<file path="src/rtl/core_bus.sv">
`default_nettype none
// ============================================================================
// core_bus : core-CPU bus responder; req/ack memory bridge plus local I/O page
// Revision : 1.0
// ============================================================================
module core_bus #(
  parameter logic [7:0]  IO_PAGE = 8'hBF,
  parameter int unsigned TIMEOUT = 255
) (
  input  logic        clock,
  input  logic        reset_n,
  input  logic [15:0] core_address,
  input  logic [7:0]  core_out,
  input  logic        core_we,
  input  logic        core_rd,
  output logic [7:0]  core_in,
  output logic        core_ce,
  input  logic        halt,
  output logic [15:0] mem_address,
  output logic [7:0]  mem_wdata,
  output logic        mem_we,
  output logic        mem_req,
  input  logic [7:0]  mem_rdata,
  input  logic        mem_ack,
  output logic        bus_err
);

  localparam logic [1:0] c_st_issue  = 2'd0;
  localparam logic [1:0] c_st_wait   = 2'd1;
  localparam logic [1:0] c_st_step   = 2'd2;
  localparam logic [7:0] c_wait_last = 8'(TIMEOUT - 1);

  logic [1:0]  state_q, state_d;
  logic [7:0]  core_in_q, core_in_d;
  logic        mem_req_q, mem_req_d;
  logic        mem_we_q, mem_we_d;
  logic [15:0] mem_address_q, mem_address_d;
  logic [7:0]  mem_wdata_q, mem_wdata_d;
  logic        bus_err_q, bus_err_d;
  logic [15:0] cycnt_q, cycnt_d;
  logic [7:0]  shadow_q, shadow_d;
  logic [7:0]  wait_cnt_q, wait_cnt_d;
  logic        cyc_hold_q, cyc_hold_d;
  logic        is_io;
  logic        wait_done;
  logic [7:0]  io_rdata;
  logic        unused_rd;

  // Every non-write is a read, so the read hint carries no information.
  assign unused_rd = core_rd;
  assign is_io     = (core_address[15:8] == IO_PAGE);
  assign wait_done = (wait_cnt_q == c_wait_last);

  always_ff @(posedge clock or negedge reset_n) begin
    if (!reset_n) begin
      state_q       <= c_st_issue;
      core_in_q     <= 8'h00;
      mem_req_q     <= 1'b0;
      mem_we_q      <= 1'b0;
      mem_address_q <= 16'h0000;
      mem_wdata_q   <= 8'h00;
      bus_err_q     <= 1'b0;
      cycnt_q       <= 16'h0000;
      shadow_q      <= 8'h00;
      wait_cnt_q    <= 8'h00;
      cyc_hold_q    <= 1'b0;
    end else begin
      state_q       <= state_d;
      core_in_q     <= core_in_d;
      mem_req_q     <= mem_req_d;
      mem_we_q      <= mem_we_d;
      mem_address_q <= mem_address_d;
      mem_wdata_q   <= mem_wdata_d;
      bus_err_q     <= bus_err_d;
      cycnt_q       <= cycnt_d;
      shadow_q      <= shadow_d;
      wait_cnt_q    <= wait_cnt_d;
      cyc_hold_q    <= cyc_hold_d;
    end
  end

  always_comb begin
    state_d = state_q;
    unique case (state_q)
      c_st_issue: if (!halt) state_d = is_io ? c_st_step : c_st_wait;
      c_st_wait:  if (mem_ack || wait_done) state_d = c_st_step;
      c_st_step:  state_d = c_st_issue;
      default:    state_d = c_st_issue;
    endcase
  end

  always_comb begin
    case (core_address[7:0])
      8'h00:   io_rdata = cycnt_q[7:0];
      8'h01:   io_rdata = shadow_q;
      8'h02:   io_rdata = {7'b0, bus_err_q};
      default: io_rdata = 8'hFF;
    endcase
  end

  always_comb begin
    core_in_d     = core_in_q;
    mem_req_d     = mem_req_q;
    mem_we_d      = mem_we_q;
    mem_address_d = mem_address_q;
    mem_wdata_d   = mem_wdata_q;
    bus_err_d     = bus_err_q;
    cycnt_d       = cycnt_q;
    shadow_d      = shadow_q;
    wait_cnt_d    = wait_cnt_q;
    cyc_hold_d    = 1'b0;
    case (state_q)
      c_st_issue: begin
        if (!halt && is_io) begin
          if (core_we) begin
            if (core_address[7:0] == 8'h00) begin
              cycnt_d    = 16'h0000;
              cyc_hold_d = 1'b1;
            end else if (core_address[7:0] == 8'h02 && core_out[0]) begin
              bus_err_d = 1'b0;
            end
          end else begin
            core_in_d = io_rdata;
            if (core_address[7:0] == 8'h00) shadow_d = cycnt_q[15:8];
          end
        end else if (!halt) begin
          mem_address_d = core_address;
          mem_wdata_d   = core_out;
          mem_we_d      = core_we;
          mem_req_d     = 1'b1;
          wait_cnt_d    = 8'h00;
        end
      end
      c_st_wait: begin
        // An ack on the final allowed clock still completes the access normally.
        if (mem_ack) begin
          mem_req_d = 1'b0;
          if (!mem_we_q) core_in_d = mem_rdata;
        end else if (wait_done) begin
          mem_req_d = 1'b0;
          core_in_d = 8'hFF;
          bus_err_d = 1'b1;
        end else begin
          wait_cnt_d = wait_cnt_q + 8'd1;
        end
      end
      c_st_step: begin
        if (!cyc_hold_q) cycnt_d = cycnt_q + 16'd1;
      end
      default: ;
    endcase
  end

  always_comb begin
    core_ce     = (state_q == c_st_step);
    core_in     = core_in_q;
    mem_req     = mem_req_q;
    mem_we      = mem_we_q;
    mem_address = mem_address_q;
    mem_wdata   = mem_wdata_q;
    bus_err     = bus_err_q;
  end

endmodule
`default_nettype wire

</file>
<file path="config.mk">
export PLATFORM = sky130hd
export DESIGN_NAME = core_bus
export DESIGN_NICKNAME = d
export VERILOG_FILES = /design/src/rtl/core_bus.sv
export SDC_FILE = /design/constraint.sdc
export NUM_CORES = 1
export LEC_CHECK = 0
export ABC_AREA = 1
export ABC_CLOCK_PERIOD_IN_PS = 1600
export CAP_MARGIN = 20
export CORE_MARGIN = 5
export CORE_UTILIZATION = 47
export DETAILED_ROUTE_END_ITERATION = 10
export GPL_TIMING_DRIVEN = 0
export PLACE_DENSITY = 0.86
export SLEW_MARGIN = 20
export SYNTH_ARGS = -nofsm -noshare
export SYNTH_HDL_FRONTEND = slang
export SYNTH_SLANG_ARGS = --single-unit
export TNS_END_PERCENT = 50
</file>
<file path="constraint.sdc">
create_clock -name clock -period 1.6 [get_ports clock]
set_clock_uncertainty 0.2 [all_clocks]
set_input_delay 0.4 -clock clock [delete_from_list [all_inputs] [get_ports clock]]
set_output_delay 0.4 -clock clock [all_outputs]
set_load 0.02 [all_outputs]
</file>
After elaboration in Yosys (flattened, before gate mapping)
Index checks and enable logic that the tools add are counted.
{"block": "op_classes", "n_addsub": 2, "eq_ne": 21, "mux": 37, "n_bitwise": 3, "n_reduce_logical": 16}
{"cell": "two-way mux 8 bit", "n": 9}
{"cell": "two-way mux 16 bit", "n": 4}
{"cell": "case mux 16 bit (2 select lines)", "n": 1}
{"cell": "case mux 8 bit (2 select lines)", "n": 2}
{"cell": "inequality test 2 bit, second input constant", "n": 13}
{"cell": "case mux 8 bit (3 select lines)", "n": 1}
{"cell": "adder 16 x 1 -> 16 bit, second input constant", "n": 1}
{"cell": "equality test 8 bit, second input constant", "n": 2}
{"cell": "AND reduction 5 bit", "n": 3}
{"cell": "two-way mux 1 bit", "n": 14}
{"cell": "adder 8 x 1 -> 8 bit, second input constant", "n": 1}
{"cell": "equality test 8 x 1 -> 1 bit, second input constant", "n": 1}
{"cell": "equality test 8 x 2 -> 1 bit, second input constant", "n": 1}
{"cell": "zero test 8 bit", "n": 1}
{"cell": "AND reduction 4 bit", "n": 2}
{"cell": "AND reduction 7 bit", "n": 1}
{"cell": "two-way mux 2 bit", "n": 3}
{"cell": "inequality test 3 bit, second input constant", "n": 2}
{"cell": "case mux 1 bit (2 select lines)", "n": 2}
{"cell": "case mux 2 bit (2 select lines)", "n": 1}
{"cell": "nonzero test 2 bit", "n": 2}
{"cell": "inverter 1 bit", "n": 3}
{"cell": "AND reduction 3 bit", "n": 1}
{"cell": "equality test 2 x 1 -> 1 bit, second input constant", "n": 1}
{"cell": "6 further kinds", "n": 7}
{"block": "word_totals", "register_bits": 70, "elab_cells": 90}

Depth between registers and ports, before layout
Gate-level depths: netlist (run 1).
{"block": "logic_depth", "word_depth": 7, "depth_mapped": 11}

Worst setup path before layout (run 1)
OpenSTA, ideal clock, no wires.
{"block": "synth_path", "path_kind": "input-to-reg", "start": "input port core_address[7]", "end": "register cycnt_q[13]", "arrival_ns": 1.332, "slack_ns": -0.052, "cell_stages": 9, "path_buffers": 1, "cell_sequence": "nor2_1 -> nand2_2 -> nor2_8 -> nand2_1 -> nand2_1 -> nand2_2 -> buf_6 -> nand2_1 -> o21ai_2"}
{"block": "synth_between", "elab_chain_cells": 3}
{"element": "from (decl)", "line_no": "12", "source": "input logic [15:0] core_address,"}
{"element": "zero test 8 bit", "line_no": "116", "source": "if (core_address[7:0] == 8'h00) begin"}
{"element": "inequality test 2 bit (no line)"}
{"element": "AND reduction 5 bit (no line)"}
{"element": "to (signal assigned)", "line_no": "75", "source": "cycnt_q <= cycnt_d;"}
{"element": "to (decl)", "line_no": "40", "source": "logic [15:0] cycnt_q, cycnt_d;"}
No other way between the ends.
A chain may end at the register's enable or synchronous reset.

Worst setup path after layout (run 1)
{"block": "layout_path", "start": "register state_q[1]", "end": "register core_in_q[0] (netlist: core_in[0])"}
{"block": "layout_between", "elab_chain_cells": 3, "word_cells_on_any_way": 9}
{"element": "from (decl)", "line_no": "33", "source": "logic [1:0] state_q, state_d;"}
{"element": "from (signal assigned)", "line_no": "56", "source": "state_q <= c_st_issue;"}
{"element": "from (signal assigned)", "line_no": "68", "source": "state_q <= state_d;"}
{"element": "equality test 2 x 1 -> 1 bit or zero test 2 bit (tied branches)", "line_no": "112", "source": "case (state_q)"}
{"element": "inequality test 3 bit (no line) (tied with other cells)"}
{"element": "AND reduction 5 bit (no line)"}
{"element": "to (signal assigned)", "line_no": "69", "source": "core_in_q <= core_in_d;"}
{"element": "to (decl)", "line_no": "34", "source": "logic [7:0] core_in_q, core_in_d;"}
Several ways; a longest one is shown, not always the timed one.

==> flow_summary.json, run 1 <==
{
  "status": "finished, violations left",
  "violations": "setup timing",
  "peakVddDrop_v": 0.000628,
  "cp-end-kind": "flop",
  "met3_usage_pct": 6.38,
  "synth_edf_count": 0,
  "power_density_mw_per_mm2": 1590,
  "clkTransAtPathRegs_ns": 0.08,
  "syn_nets": 531,
  "die_w_microns": 99.6,
  "synth_seq_cells": 70,
  "die_area_sq_mm": 0.00992,
  "stdcell_count": 718,
  "yosysSeqAreaShare_pct": 46.4,
  "dpl.cell_count": 665,
  "holdWs_ns": 0.261,
  "drc_errors": 0,
  "fin_crit_ns": 1.84,
  "critPathLaunchType": "flop",
  "yosys_warnings": 0,
  "maxSlewHeadroom_pct": 69.8,
  "clock.fmax_mhz": 544,
  "drv_slew": 0,
  "area_growth_pct": 41.9,
  "clkSinkCount": 70,
  "synth_top_area_share_pct": 46.4,
  "via_count": 3951,
  "fin_nets": 652,
  "antenna_cells": 0,
  "finalPower_mw": 8.51,
  "gp_congestion": 0.884,
  "hold_path.startpoint": "core_address[10]",
  "rsz0062_at_grt": "true",
  "r2r-start": "state_q[1]$_DFFE_PN0P_",
  "maxCapViolCount": 0,
  "min_path_type": "primary input to flop",
  "grt.met1_usage_pct": 26.2,
  "grt_pass1_vias": 3939,
  "fp.coreArea_sq_mm": 0.00777,
  "drive_above_1_share_pct": 33.0,
  "clock_latency_ns": 0.36,
  "ys_types": 32,
  "final_common_cell": "nand2_1",
  "layout_common_cells": "143 x nand2_1, 61 x dfrtp_1, 43 x inv_1",
  "crit_type": "flop to flop",
  "globalRoute.busiestLayer": "met2",
  "grt_overflow_total": 0,
  "fin_crit_sh_pct": 115,
  "wl_per_cell_microns": 17.3,
  "initial_utilization_pct": 48.6,
  "drtIter0Drc": 309,
  "wl_microns": 12400,
  "cts_max_level": 3,
  "grt_pass1_wl_microns": 18800,
  "layout_setup_ws_ns": -0.237,
  "worst_ep_required_time_ns": 1.68,
  "critPathLaunch": "state_q[1]$_DFFE_PN0P_",
  "crit_path_top_delay_cell": "dfrtp_2",
  "cts_tree": "yes",
  "synth_area_sq_mm": 0.00377,
  "synth.area.top_cells": "dfrtp_1 46%, nand2_1 16%, inv_1 5.0%, o21ai_0 4.9%, nand3_1 4.8%",
  "cp_max_fo": 5,
  "rows": 32,
  "grt_use_met2_pct": 41.0,
  "ios": 74,
  "synth_top_area_cell": "dfrtp_1",
  "slowest_delay_ns": 0.43,
  "synth_ff_type": "dfrtp_1",
  "grt_usage_pct": 23.9,
  "clk_path_buf_depth": 2,
  "fin_tns_setup_ns": -6.36,
  "synth.avg_cell_area_sq_um": 7.70,
  "routed_via_density": 5.50,
  "dr.pass1.iters": 5,
  "synthCells": 490,
  "worst_pin_slew_ns": 0.452,
  "die_h_microns": 99.6,
  "p_leak_nw": 2.61,
  "antenna_found_initial": 0,
  "hpwlAfterDp_microns": 7120,
  "grt_max_degree": 38,
  "drtAntennaViolNets": 0,
  "hold_viol_final": 0,
  "numCtsBuffers": 9,
  "async_flop_share_pct": 100,
  "path_cells": "buf_4 > nor2_4 > buf_6 > nand4_1 > nand2_2 > nand3_1 > o21ai_1",
  "arrival_ns": 1.91,
  "finalSetupViolCount": 66,
  "port_buffers": 72,
  "cts_root_buffer": "clkbuf_8"
}
## report_power, final
group / internal, mW / switching (mW)
Clock: 0.802 / 0.729
Combinational: 1.72 / 2.65
Sequential: 2.28 / 0.325
Total: 4.81 / 3.70
## per-stage QoR
stage          worst slack [ns]  util (%)  instance area, sq um
2_1_floorplan           -0.0131         -                  3810
3_3_place_gp              -2.36      60.0                  4660
3_5_place_dp             -0.701      60.2                  4680
4_1_cts                  -0.170      66.8                  5190
5_1_grt                  -0.285      68.9                  5350
6_report                 -0.237      68.9                  5350
## synth_stat cells (all sizes together) (2+ instances only)
cell type	instances
a21oi	6
buf	7
clkbuf	6
dfrtp	70
ha	3
inv	56
nand2	169
nand3	40
nand4	13
nor2	44
nor3	3
nor3b	2
o21ai	47
or2	9
xor2	12
## final cells by class
| type | count | area (sq um) |
|---|---|---|
| Buffer | 13 | 149 |
| Clock buffer | 11 | 151 |
| Clock inverter | 5 | 57.6 |
| Fill cell | 524 | 2420 |
| Inverter | 57 | 244 |
| Multi-Input combinational cell | 350 | 1990 |
| Sequential cell | 70 | 1760 |
| Tap cell | 102 | 128 |
| Timing Repair Buffer | 110 | 872 |
## timing repair
item,4_1_cts,5_1_grt
buffers inserted,28,4
pin swaps,18,14
gates cloned,3,1
setup endpoints to repair,103,78
endpoints found under the hold margin,33,0
gates resized for setup,220,77
hold buffers,1,0
## state kept, by name, summed over array words and instances, names as in the netlist
name	count
cycnt_q	16
mem_address	16
core_in	8
mem_wdata	8
shadow_q	8
wait_cnt_q	8
state_q	2
bus_err	1
cyc_hold_q	1
mem_req	1
mem_we	1
## layer usage
layer	part of all wire, %	wire length (microns)	vias up
met4	5.0	627	0
met5	0	0	-
met1	36	4530	1865
met3	8.3	1030	63
met2	50	6240	232
li1	-	-	1791
## critical path: cells and delay by family, from the launching register on
family	cells	cell delay, ns
DFF	1	0.43
buffers and inverters	2	0.32
AOI/OAI and AO/OA	1	0.21
and+or+nand+nor	4	0.58
## worst paths after layout
kind,endpoint,slack (ns),depth (start not counted)
min in group asynchronous,bus_err$_DFFE_PN0P_,0.33,2
setup / recovery,core_in[0]$_DFFE_PN0P_,-0.24,7
hold reg to reg,core_in[3]$_DFFE_PN0P_,0.29,2
setup reg to reg,core_in[0]$_DFFE_PN0P_,-0.24,7
max in group asynchronous,state_q[0]$_DFFE_PN0P_,0.29,3
hold / removal,mem_address[10]$_DFFE_PN0P_,0.26,3
## kinds of logic (layout without fill, tap and decap cells)
| kind of cell | count (synthesis) | count (layout) | share of synthesized area [%] |
|---|---|---|---|
| AO/OA/AOI/OAI | 54 | 54 | 8.00 |
| XOR/XNOR | 12 | 12 | 2.79 |
| adder cells (fa/ha/maj) | 3 | 3 | 0.995 |
| buffers and inverters | 70 | 196 | 7.76 |
| flip-flops | 70 | 70 | 46.4 |
| multiplexers | 1 | 1 | 0.265 |
| AND/OR/NAND/NOR | 280 | 280 | 33.7 |
Power figures use the tool's default switching activity.
==> run 2: changes to the inputs <==
--- a/config.mk
+++ b/config.mk
@@ -6,13 +6,13 @@
 export NUM_CORES = 1
 export LEC_CHECK = 0
 export ABC_AREA = 1
-export ABC_CLOCK_PERIOD_IN_PS = 1600
+export ABC_CLOCK_PERIOD_IN_PS = 1710
 export CAP_MARGIN = 20
 export CORE_MARGIN = 5
-export CORE_UTILIZATION = 47
+export CORE_UTILIZATION = 52
 export DETAILED_ROUTE_END_ITERATION = 10
 export GPL_TIMING_DRIVEN = 0
-export PLACE_DENSITY = 0.86
+export PLACE_DENSITY = 0.89
 export SLEW_MARGIN = 20
 export SYNTH_ARGS = -nofsm -noshare
 export SYNTH_HDL_FRONTEND = slang
==> constraint.sdc (replaced) <==
create_clock -name clock -period 1.71 [get_ports clock]
set_clock_uncertainty 0.2 [all_clocks]
set_input_delay 0.4275 -clock clock [delete_from_list [all_inputs] [get_ports clock]]
set_output_delay 0.4275 -clock clock [all_outputs]
set_load 0.02 [all_outputs]
==> flow_summary.json, run 2 (synthesized netlist as in run 1, its figures left out) <==
{
  "status": "finished, violations left",
  "violations": "setup timing",
  "pre_cts_ws_ns": -0.650,
  "holdWs_ns": 0.269,
  "initial_utilization_pct": 52.6,
  "grt_pass1_wl_microns": 20400,
  "power_density_mw_per_mm2": 1560,
  "arrival_ns": 2.07,
  "cts_max_level": 3,
  "hpwlAfterDp_microns": 7110,
  "cts_tree": "yes",
  "seqPwrFrac_pct": 29.2,
  "crit_type": "flop to flop",
  "cts_root_buffer": "clkbuf_8",
  "rsz0062_at_grt": "true",
  "power_switching_mw": 3.80,
  "pwr-share-clk_pct": 20.1,
  "fp.coreArea_sq_mm": 0.00718,
  "wl_per_cell_microns": 21.5,
  "drtAntennaViolNets": 0,
  "routed_via_density": 6.13,
  "ios": 74,
  "antenna_found_initial": 1,
  "p_leak_nw": 2.70,
  "die_h_microns": 95.2,
  "placed_cell_area_sq_mm": 0.00464,
  "drc_errors": 0,
  "crit_path_top_delay_cell": "dfrtp_1",
  "cp-end-kind": "flop",
  "clkSinkCount": 70,
  "critPathLaunchType": "flop",
  "internal_power_mw": 4.85,
  "drtIter0Drc": 620,
  "combPwrFrac_pct": 50.8,
  "numCtsBuffers": 9,
  "port_buffers": 72,
  "gp_congestion": 0.875,
  "utilization_pct": 77.2,
  "grt_max_degree": 54,
  "grt_overflow_total": 0,
  "grt_usage_pct": 29.6,
  "drive_above_1_share_pct": 29.8,
  "fin_crit_sh_pct": 115,
  "p_sw_share_pct": 43.9,
  "die_w_microns": 95.2,
  "cp_max_fo": 7,
  "maxSlewHeadroom_pct": 73.4,
  "wl_microns": 15600,
  "clock.fmax_mhz": 508,
  "die_area_sq_mm": 0.00906,
  "worst_ep_required_time_ns": 1.81,
  "design_area_sq_mm": 0.00554,
  "grt_pass1_vias": 4018,
  "clkTransAtPathRegs_ns": 0.09,
  "peakVddDrop_v": 0.000615,
  "dr.pass1.iters": 5,
  "via_count": 4464,
  "fin_nets": 664,
  "n_fill_cell": 398,
  "area_growth_pct": 46.8,
  "min_path_type": "primary input to flop",
  "finalSetupViolCount": 54,
  "maxCapViolCount": 0,
  "final_common_cell": "nand2_1",
  "rows": 31,
  "finalPower_mw": 8.65,
  "worst_pin_slew_ns": 0.398,
  "layout_setup_ws_ns": -0.259,
  "drv_slew": 0,
  "layout_common_cells": "146 x nand2_1, 63 x dfrtp_1, 43 x inv_1",
  "clock_latency_ns": 0.38,
  "slowest_delay_ns": 0.43,
  "path_cells": "inv_2 > ha_4 > inv_4 > nor2_4 > nand2_4 > nand3_4 > nand2_4 > nor2_4 > nand3_2 > nand2_2",
  "fin_crit_ns": 1.97,
  "hold_viol_final": 0,
  "clk_path_buf_depth": 2
}
==> run 2: final timing paths <==
path / to / from / slack, ns / cells after the start
min in group asynchronous: mem_address[1]$_DFFE_PN0P_ / reset_n / 0.28 / 2
min reg2reg: core_in[3]$_DFFE_PN0P_ / core_in[3]$_DFFE_PN0P_ / 0.30 / 2
max reg2reg: core_in[6]$_DFFE_PN0P_ / wait_cnt_q[0]$_DFFE_PN0P_ / -0.26 / 10
max in group asynchronous: wait_cnt_q[1]$_DFFE_PN0P_ / reset_n / 0.46 / 3
min: mem_address[11]$_DFFE_PN0P_ / core_address[11] / 0.27 / 3
max: core_in[6]$_DFFE_PN0P_ / wait_cnt_q[0]$_DFFE_PN0P_ / -0.26 / 10
==> run 2: metrics by stage <==
stage,cells,TNS (ns)
2_1_floorplan,490,0
3_3_place_gp,661,-192.10
3_5_place_dp,662,-35.24
4_1_cts,706,-0.188
5_1_grt,728,-6.71
6_report,728,-4.39
==> run 2: power by group through the flow <==
| stage | logic (mW) | clock network, mW | registers (mW) |
|---|---|---|---|
| global placement | 3.07 | 0 | 2.45 |
| floorplan | 1.34 | 0 | 2.93 |
| CTS | 3.40 | 1.68 | 2.42 |
| finish | 4.40 | 1.74 | 2.52 |
| detailed placement | 3.18 | 0 | 2.48 |
| global route | 4.61 | 1.83 | 2.55 |
==> run 2: per-layer routing <==
metal | GRT usage, % | up-vias | part of all wire, %
met5 | 0 | - | 0
met3 | 7.89 | 162 | 13
li1 | - | 1820 | -
met4 | 16.5 | 0 | 9.0
met2 | 50.8 | 445 | 45
met1 | 33.2 | 2037 | 33
==> run 2: repair_timing <==
action,4_1_cts,5_1_grt
setup endpoints to repair,95,97
setup buffers,21,19
cloned,6,2
hold buffers,1,0
pin swaps,19,19
hold endpoints to repair,17,0
resized for setup,122,119
==> run 2: critical path: cells and delay by family, from the launching register on <==
kind / cells / cell delay, ns
simple gates: 7 / 0.97
flops: 1 / 0.43
fa+ha+maj: 1 / 0.15
buf+inv: 2 / 0.14
==> run 2: area by class of cell <==
class	count	area, sq um	share of cell area, %
clock buffers	11	141	2.55
plain buffers	13	154	2.78
well taps	99	124	2.24
diodes	1	2.50	0.0452
multi-input cells	351	1960	35.5
inverters	57	239	4.32
clock inverters	5	106	1.92
repair buffers	121	1050	18.9
flip-flops and latches	70	1760	31.8
==> run 3: changes to the inputs <==
--- a/config.mk
+++ b/config.mk
@@ -8,12 +8,13 @@
 export ABC_AREA = 1
 export ABC_CLOCK_PERIOD_IN_PS = 1710
 export CAP_MARGIN = 20
+export CORE_ASPECT_RATIO = 1.75
 export CORE_MARGIN = 5
 export CORE_UTILIZATION = 52
 export DETAILED_ROUTE_END_ITERATION = 10
 export GPL_TIMING_DRIVEN = 0
 export PLACE_DENSITY = 0.89
-export SLEW_MARGIN = 20
+export SLEW_MARGIN = 40
 export SYNTH_ARGS = -nofsm -noshare
 export SYNTH_HDL_FRONTEND = slang
 export SYNTH_SLANG_ARGS = --single-unit
==> flow_summary.json, run 3 (synthesized netlist as in run 1, its figures left out) <==
{
  "status": "finished, violations left",
  "violations": "setup timing",
  "dr.pass1.iters": 6,
  "cp.depth": 6,
  "antenna_found_initial": 1,
  "drtIter0Drc": 636,
  "fin_crit_sh_pct": 125,
  "area_growth_pct": 43.6,
  "grt_usage_pct": 29.0,
  "final_common_cell": "nand2_1",
  "path_buf_inv": 3,
  "fp.coreArea_sq_mm": 0.00713,
  "pre_cts_ws_ns": -0.718,
  "gp_congestion": 0.919,
  "wl_per_cell_microns": 21.7,
  "path_cells": "buf_4 > nor2_4 > buf_12 > nand3_4 > clkbuf_8 > o21ai_0",
  "design_area_sq_mm": 0.00542,
  "numCtsBuffers": 9,
  "layout_common_cells": "148 x nand2_1, 65 x dfrtp_1, 48 x dlygate4sd2_1",
  "via_count": 4287,
  "slowest_delay_ns": 0.54,
  "peakVddDrop_v": 0.000642,
  "cp_max_fo": 10,
  "clk_path_buf_depth": 2,
  "cp-end-kind": "flop",
  "min_path_type": "primary input to async pin",
  "wl_microns": 15000,
  "worst-r2r-cell-count": 6,
  "drc_errors": 0,
  "holdWs_ns": 0.265,
  "crit_path_top_delay_cell": "o21ai_0",
  "crit_type": "flop to flop",
  "finalPower_mw": 8.68,
  "grt_overflow_total": 0,
  "clkSinkCount": 70,
  "drive_above_1_share_pct": 23.0,
  "maxCapViolCount": 0,
  "antenna_cells": 0,
  "grt_pass1_wl_microns": 19800,
  "maxSlewHeadroom_pct": 55.2,
  "clkTransAtPathRegs_ns": 0.06,
  "clock.fmax_mhz": 466,
  "routed_via_density": 6.18,
  "fin_tns_setup_ns": -5.49,
  "worst_pin_slew_ns": 0.665,
  "port_buffers": 72,
  "fin_nets": 644,
  "placed_cell_area_sq_mm": 0.00463,
  "arrival_ns": 2.11,
  "die_h_microns": 123,
  "critical_path.top_delay_family": "compound AO/OA/AOI/OAI gates",
  "worst_ep_required_time_ns": 1.67,
  "hold_viol_final": 0,
  "grt_pass1_vias": 4201,
  "cts_root_buffer": "clkbuf_16",
  "hpwlAfterDp_microns": 7690,
  "initial_utilization_pct": 52.9,
  "drtAntennaViolNets": 0,
  "die_area_sq_mm": 0.00912,
  "clock_latency_ns": 0.34,
  "finalSetupViolCount": 63,
  "fin_crit_ns": 2.15,
  "p_leak_nw": 2.67,
  "rows": 41,
  "power_density_mw_per_mm2": 1600,
  "critPathLaunchType": "flop",
  "rsz0062_at_grt": "true",
  "drv_slew": 0,
  "cts_max_level": 3,
  "ios": 74,
  "cts_tree": "yes",
  "layout_setup_ws_ns": -0.435,
  "grt_max_degree": 60,
  "die_w_microns": 74.4
}
-- run 3: changes by cell type in the layout (fill, tap and decap cells not counted), sizes merged --
cell,change
buf,-22
dlymetal6s2s,-1
clkdlybuf4s15,-18
clkbuf,-6
diode,-1
dlygate4sd2,+31
bufinv,-3
nand3,-1
-- run 3: power breakdown --
group          internal (mW)  leakage [nW]  switching, mW
registers               2.14         0.902          0.383
logic                   1.59          1.62           2.65
clock network           1.18         0.151          0.731
total                   4.91          2.67           3.76
-- run 3: metal layers --
layer  global-route usage [%]  up-vias  part of all wire, %
met5                        0        -                0.086
met4                     25.5        2                  9.3
met3                     5.66      149                  8.8
met2                     50.6      364                   50
met1                     27.5     1988                   32
li1                         -     1784                    -
-- run 3: metrics by stage --
stage,instances,utilization [%]
2_1_floorplan,490,-
3_3_place_gp,648,64.5
3_5_place_dp,649,64.9
4_1_cts,680,73.1
5_1_grt,694,75.9
6_report,694,75.9
-- run 3: cell type report --
cell class / count / area (sq um)
clock buffer: 14 / 294
tap: 86 / 108
inverter: 57 / 244
fill: 432 / 1720
sequential: 70 / 1760
multi-input combinational: 350 / 1900
timing repair buffer: 102 / 962
clock inverter: 2 / 12.5
buffer: 13 / 138
-- run 3: what timing repair did --
action                                 CTS  global route
gates cloned                             2             1
setup endpoints to repair              102            69
pin swaps                               15            12
endpoints found under the hold margin   70             0
hold buffers                             1             0
gates resized for setup                120            49
setup buffers                           12            13
-- run 3: worst register-to-register path: cells and delay by family (launching register included) --
kind	cells	cell delay [ns]
flops	1	0.44
simple gates	2	0.27
compound gates	1	0.54
buf+inv	3	0.52
-- run 3: final timing paths --
kind | start | end | slack, ns
setup reg to reg | state_q[1]$_DFFE_PN0P_ | mem_address[15]$_DFFE_PN0P_ | -0.44
max in group asynchronous | reset_n | shadow_q[4]$_DFFE_PN0P_ | 0.50
hold / removal | reset_n | mem_address[12]$_DFFE_PN0P_ | 0.26
hold reg to reg | mem_address[4]$_DFFE_PN0P_ | mem_address[4]$_DFFE_PN0P_ | 0.29
setup / recovery | state_q[1]$_DFFE_PN0P_ | mem_address[15]$_DFFE_PN0P_ | -0.44
min in group clock | mem_address[4]$_DFFE_PN0P_ | mem_address[4]$_DFFE_PN0P_ | 0.29
